## config.mk

```make
export PLATFORM = sky130hd
export DESIGN_NAME = macro_reduction_gather_and
export DESIGN_NICKNAME = d
export VERILOG_FILES = /design/src/rtl/macro_reduction_gather_and_pkg.sv /design/src/rtl/macro_reduction_tree_and.sv /design/src/rtl/macro_reduction_gather_and.sv
export VERILOG_INCLUDE_DIRS = /design/src /design/src/rtl
export SDC_FILE = /design/constraint.sdc
export NUM_CORES = 1
export LEC_CHECK = 0
export CAP_MARGIN = 15
export CORE_AREA = 2 2 39 41
export CTS_CLUSTER_SIZE = 20
export DETAILED_ROUTE_END_ITERATION = 8
export DIE_AREA = 0 0 41 43
export GPL_TIMING_DRIVEN = 1
export RECOVER_POWER = 50
export SETUP_SLACK_MARGIN = 0.15
export SLEW_MARGIN = 20
export SYNTH_ARGS = -nofsm -noshare
export SYNTH_HDL_FRONTEND = slang
export SYNTH_SLANG_ARGS = --single-unit
```

## constraint.sdc

```tcl
create_clock -name clk -period 1.77 [get_ports clk]
set_input_delay 0.354 -clock clk [delete_from_list [all_inputs] [get_ports clk]]
set_output_delay 0.354 -clock clk [all_outputs]
set_load 0.05 [all_outputs]
```

## src/rtl/macro_reduction_gather_and_defs.vh

```
// State encodings shared by the gather/barrier FSM.
// Pure localparams, no logic; pulled into the package.
// Encodings are fixed so waveforms decode identically across builds.
`ifndef MACRO_REDUCTION_GATHER_AND_DEFS_VH
`define MACRO_REDUCTION_GATHER_AND_DEFS_VH

localparam logic [1:0] MRGA_ST_GATHER = 2'd0;
localparam logic [1:0] MRGA_ST_REDUCE = 2'd1;
localparam logic [1:0] MRGA_ST_OUTPUT = 2'd2;

`endif

```

## src/rtl/macro_reduction_gather_and_pkg.sv

```systemverilog
// Shared types for the gather/AND-reduction stage.
// No logic; state enum plus a sizing helper.
// Not applicable (no handshakes here).
package macro_reduction_gather_and_pkg;

`include "macro_reduction_gather_and_defs.vh"

    typedef enum logic [1:0] {
        ST_GATHER = MRGA_ST_GATHER,
        ST_REDUCE = MRGA_ST_REDUCE,
        ST_OUTPUT = MRGA_ST_OUTPUT
    } state_t;

    // Tree leaf count: lane count rounded up to a power of two.
    function automatic int unsigned pad_count(input int unsigned n);
        return 32'd1 << $clog2(n);
    endfunction

endpackage

```

## src/rtl/macro_reduction_tree_and.sv

```systemverilog
// Balanced bitwise-AND reduction over a power-of-two number of leaves.
// Purely combinational, zero cycles.
// No flow control; the caller owns the handshake.
module macro_reduction_tree_and #(
    parameter int INPUT_WIDTH = 1,
    parameter int INPUT_COUNT = 1
) (
    input  logic [INPUT_WIDTH*INPUT_COUNT-1:0] leaves,
    output logic [INPUT_WIDTH-1:0]             result
);

    // Heap layout: node 0 is the root, leaves start at INPUT_COUNT-1.
    logic [INPUT_WIDTH-1:0] node [2*INPUT_COUNT-1];

    // Load leaves, then fold pairs upward from the deepest internal node.
    always_comb begin
        for (int i = 0; i < 2*INPUT_COUNT-1; i++) begin
            node[i] = '1;
        end
        for (int k = 0; k < INPUT_COUNT; k++) begin
            node[INPUT_COUNT-1+k] = leaves[k*INPUT_WIDTH +: INPUT_WIDTH];
        end
        for (int i = INPUT_COUNT-2; i >= 0; i--) begin
            node[i] = node[2*i+1] & node[2*i+2];
        end
    end

    assign result = node[0];

endmodule

```

## src/rtl/macro_reduction_gather_and.sv

```systemverilog
// Gathers one word per lane in any order, then emits the AND of all lanes.
// Result valid right after the last capture edge (+1 cycle with MACRO_REDUCTION_GATHER_AND_OUTREG_EN).
// Lanes stall (i_ready=0) from completion until o_valid&o_ready or i_flush.
module macro_reduction_gather_and
    import macro_reduction_gather_and_pkg::*;
#(
    parameter int INPUT_WIDTH = 1,
    parameter int INPUT_COUNT = 1
) (
    input  logic                               clk,
    input  logic                               reset,
    input  logic [INPUT_COUNT-1:0]             i_valid,
    output logic [INPUT_COUNT-1:0]             i_ready,
    input  logic [INPUT_WIDTH*INPUT_COUNT-1:0] i_data,
    input  logic                               i_flush,
    output logic                               o_valid,
    input  logic                               o_ready,
    output logic [INPUT_WIDTH-1:0]             o_data,
    output logic [INPUT_COUNT-1:0]             o_pending
);

    localparam int PAD_COUNT = int'(pad_count(INPUT_COUNT));

    state_t                         state;
    state_t                         state_nxt;
    logic [INPUT_COUNT-1:0]         captured;
    logic [INPUT_COUNT-1:0]         captured_nxt;
    logic [INPUT_COUNT-1:0]         take;
    logic                           handshake;
    logic [INPUT_WIDTH-1:0]         lane_q [INPUT_COUNT];
    logic [INPUT_WIDTH*PAD_COUNT-1:0] tree_in;
    logic [INPUT_WIDTH-1:0]         tree_out;

    // Only uncaptured lanes are offered a slot, and only while gathering.
    assign i_ready   = (state == ST_GATHER) ? ~captured : '0;
    // Flush wins over capture even when i_ready is high.
    assign take      = i_valid & i_ready & {INPUT_COUNT{~i_flush}};
    assign o_valid   = (state == ST_OUTPUT);
    assign handshake = o_valid & o_ready;
    assign o_pending = ~captured;

    // Flag update: flush and handshake both drop every flag.
    always_comb begin
        captured_nxt = captured | take;
        if (i_flush || handshake) begin
            captured_nxt = '0;
        end
    end

    // Next state; completion is taken from the post-edge flags.
    always_comb begin
        state_nxt = state;
        case (state)
            ST_GATHER: begin
                if (!i_flush && (&captured_nxt)) begin
`ifdef MACRO_REDUCTION_GATHER_AND_OUTREG_EN
                    state_nxt = ST_REDUCE;
`else
                    state_nxt = ST_OUTPUT;
`endif
                end
            end
            ST_REDUCE: begin
                state_nxt = i_flush ? ST_GATHER : ST_OUTPUT;
            end
            ST_OUTPUT: begin
                if (i_flush || handshake) begin
                    state_nxt = ST_GATHER;
                end
            end
            default: state_nxt = ST_GATHER;
        endcase
    end

    // State and capture flags.
    always_ff @(posedge clk) begin
        if (reset) begin
            state    <= ST_GATHER;
            captured <= '0;
        end else begin
            state    <= state_nxt;
            captured <= captured_nxt;
        end
    end

    // Lane words are only overwritten on capture; flush leaves them alone.
    always_ff @(posedge clk) begin
        if (reset) begin
            for (int k = 0; k < INPUT_COUNT; k++) begin
                lane_q[k] <= '0;
            end
        end else begin
            for (int k = 0; k < INPUT_COUNT; k++) begin
                if (take[k]) begin
                    lane_q[k] <= i_data[k*INPUT_WIDTH +: INPUT_WIDTH];
                end
            end
        end
    end

    // Pack lanes into the tree; padding leaves are all-ones so they are neutral.
    always_comb begin
        tree_in = '1;
        for (int k = 0; k < INPUT_COUNT; k++) begin
            tree_in[k*INPUT_WIDTH +: INPUT_WIDTH] = lane_q[k];
        end
    end

    macro_reduction_tree_and #(
        .INPUT_WIDTH (INPUT_WIDTH),
        .INPUT_COUNT (PAD_COUNT)
    ) u_tree (
        .leaves (tree_in),
        .result (tree_out)
    );

`ifdef MACRO_REDUCTION_GATHER_AND_OUTREG_EN
    logic [INPUT_WIDTH-1:0] o_data_q;

    // Register the tree result during REDUCE so o_data comes straight from a flop.
    always_ff @(posedge clk) begin
        if (reset) begin
            o_data_q <= '0;
        end else if (state == ST_REDUCE) begin
            o_data_q <= tree_out;
        end
    end

    assign o_data = o_data_q;
`else
    assign o_data = tree_out;
`endif

endmodule

```

==> impl_results.md <==
* Vias in the first global route at 142
* Placer congestion estimate at 0.6113
* Net Count, Synth at 20
* Total gr overflow at 0
* WL per Instance at 7.767 um
* Nets at 34
* Min-Delay Path Class: reg2reg
* Final WL at 334 um
* Core box area at 0.001384 sq mm
* Vias per inst at 3.535
* LEAKAGE at 0.1086 nW
* CP Data Required Time at 1420 ps
* I/O pins at 10
* DRT Pass-1 Iters at 3
* Slowest cell on crit path: clkbuf_1
* Worst-Margin Slew at 588.4 ps
* Pin count of the biggest net entering global routing at 6
* Fillers at 162
* Endpoint type of the worst setup path: primary output
* Final Util at 20.25%
* Fin crit share at 76.00%
* Overall Global Routing Usage at 4.614%
* Layer with the highest usage: met4
* Critical path startpoint category: register
* Maximum VDD drop at 0.2046 mV
* Unique cell type count in the Yosys netlist at 12
* CP delay by family, top: buffers and inverters
* Routed Antenna Nets at 0
* Worst path arrival time at 990 ps
* MaxCap Viol Count at 0
* Clock Tree Root: clkbuf_4
* FP Rows at 14
* Pre-CTS setup slack at 370.4 ps
* Setup violators final at 0
* Mapped Cells at 14
* Synth-to-layout area growth at 85.12%
* DRC at 0
* CTS Buf Count at 3
* Synth warn at 0
* H-tree levels at 1
* Cell Chain, Critical Path: clkbuf_1
* Synthesized area at 151.4 sq um
* Post-CTS setup buffers at 0
* Die height at 43 um
* Total of flip-flops plus latches after synthesis at 3
* Crit-path max FO at 1
* Clock tree buffer depth at 2
* Clk sink count at 3
* Mean Syn Cell Area at 10.81 sq um
* CTS tree: built
* GRT met3 Usage at 4.712%
* Met1 global-route usage at 2.244%
* Bufs and invs on worst path at 1
* Max incr delay on CP at 460 ps
* Clk slew on worst S/H paths at 40 ps
* Status: completed
* Detailed-route via count at 152
* Met2 global-route usage at 5.625%
* Antenna violations before repair at 0
* Post-CTS sizing at 0
* ANT cells at 0
* Chip width at 41 um
* Setup slack after layout at 424.8 ps
* Worst rel slew slack at 60.94%
* F_max at 743.4 MHz
* Hold Fails Final Rpt at 0
* Starting density of the core at 10.94%
* Slew Viols, Final at 0
* Initial DRC count at 3
* Minimum clock period at 1345 ps
* Pwr Total at 257.4 uW
* Setup tns final at 0 ps
* Power per Cell Area at 918.3 mW/mm^2
* Layout cells sized above 1 at 33.33%
* RSZ-0062 raised after global routing: no
* CTS Hold Bufs at 0
* Port-buffer cells at 9
* Path type of the worst setup path: reg2out
* Die ar. at 0.001763 sq mm
* Clock Latency Late Sink at 230 ps
* Worst Skew at 2.327 ps
* Sequential area share after synthesis at 46.28%
* First-pass GRT wire length at 427 um
==> worst register-to-register path: cells and delay by family, from the launching register on <==
family / cells / cell delay, ps
AND/OR/NAND/NOR: 1 / 220
AO/OA/AOI/OAI: 1 / 190
flip-flops: 1 / 340
==> cells by family after synthesis <==
| kind of cell | Yosys count | synth area share (%) |
|---|---|---|
| AND/OR/NAND/NOR | 5 | 23.14 |
| AO/OA/AOI/OAI | 4 | 25.62 |
| flip-flops | 3 | 46.28 |
| buffers and inverters | 2 | 4.961 |
==> path summary, 6_finish.rpt <==
check	startpoint	endpoint	slack [ps]	cells past startpoint
setup / recovery	lane_q[0]	o_data	420	1
setup reg to reg	state[1]	lane_q[0]	740	2
hold reg to reg	captured	captured	540	2
hold / removal	captured	captured	540	2
==> state kept, by name, indices dropped and copies added, names as in the netlist <==
signal and flops:
state 1, lane_q 1, captured 1
==> cell usage in the layout (no fill, tap or decap) <==
cell type	n
dfxtp_1	2
inv_1	2
clkbuf_4	3
nor2_2	1
edfxtp_1	1
a21boi_1	1
buf_12	1
nand2b_1	1
a2111oi_0	1
clkbuf_1	2
and4_1	1
nor2_1	1
clkdlybuf4s50_1	4
a31o_2	1
o21bai_1	1
dlygate4sd3_1	1
buf_4	2
nor3_2	1
==> report_power, final <==
part           total, mW  internal, mW  switching [mW]
Clock              0.117        0.0843          0.0328
Combinational     0.0606        0.0274          0.0332
Sequential        0.0797        0.0758         0.00391
Total              0.257         0.187          0.0699
==> stage by stage <==
step / hold slack [ps] / instance area, sq um / std cells
after floorplan: 422.9 / 151.4 / 14
after global placement: 530.7 / 264.0 / 39
after detailed placement: 538.9 / 264.0 / 39
after CTS: 545.7 / 290.3 / 43
after global routing: 579.3 / 280.3 / 43
final: 538.6 / 280.3 / 43
==> cell type report <==
type	instances	area, sq um	share of cell area, %
inverters	2	7.507	2.679
clock buffers	4	26.28	9.375
multi-input cells	9	67.56	24.11
well taps	16	20.02	7.143
repair buffers	9	88.84	31.70
flip-flops and latches	3	70.07	25.00
==> routing by layer <==
layer / wire [um] / vias up
li1: - / 77
met1: 119 / 69
met2: 157 / 6
met3: 57 / 0
met4: 0 / 0
met5: 0 / -
==> cells in the mapped netlist <==
cell type / number / area share (%)
dfxtp_1: 2 / 26
a31o_2: 1 / 5.8
and4_1: 1 / 5.8
nor3_2: 1 / 6.6
a2111oi_2: 1 / 9.9
o21bai_1: 1 / 5.0
nand2b_1: 1 / 4.1
edfxtp_1: 1 / 20
inv_1: 2 / 5.0
a21boi_1: 1 / 5.0
nor2_2: 1 / 4.1
nor2_1: 1 / 2.5
Note: power is estimated with default switching activity, not from simulation.
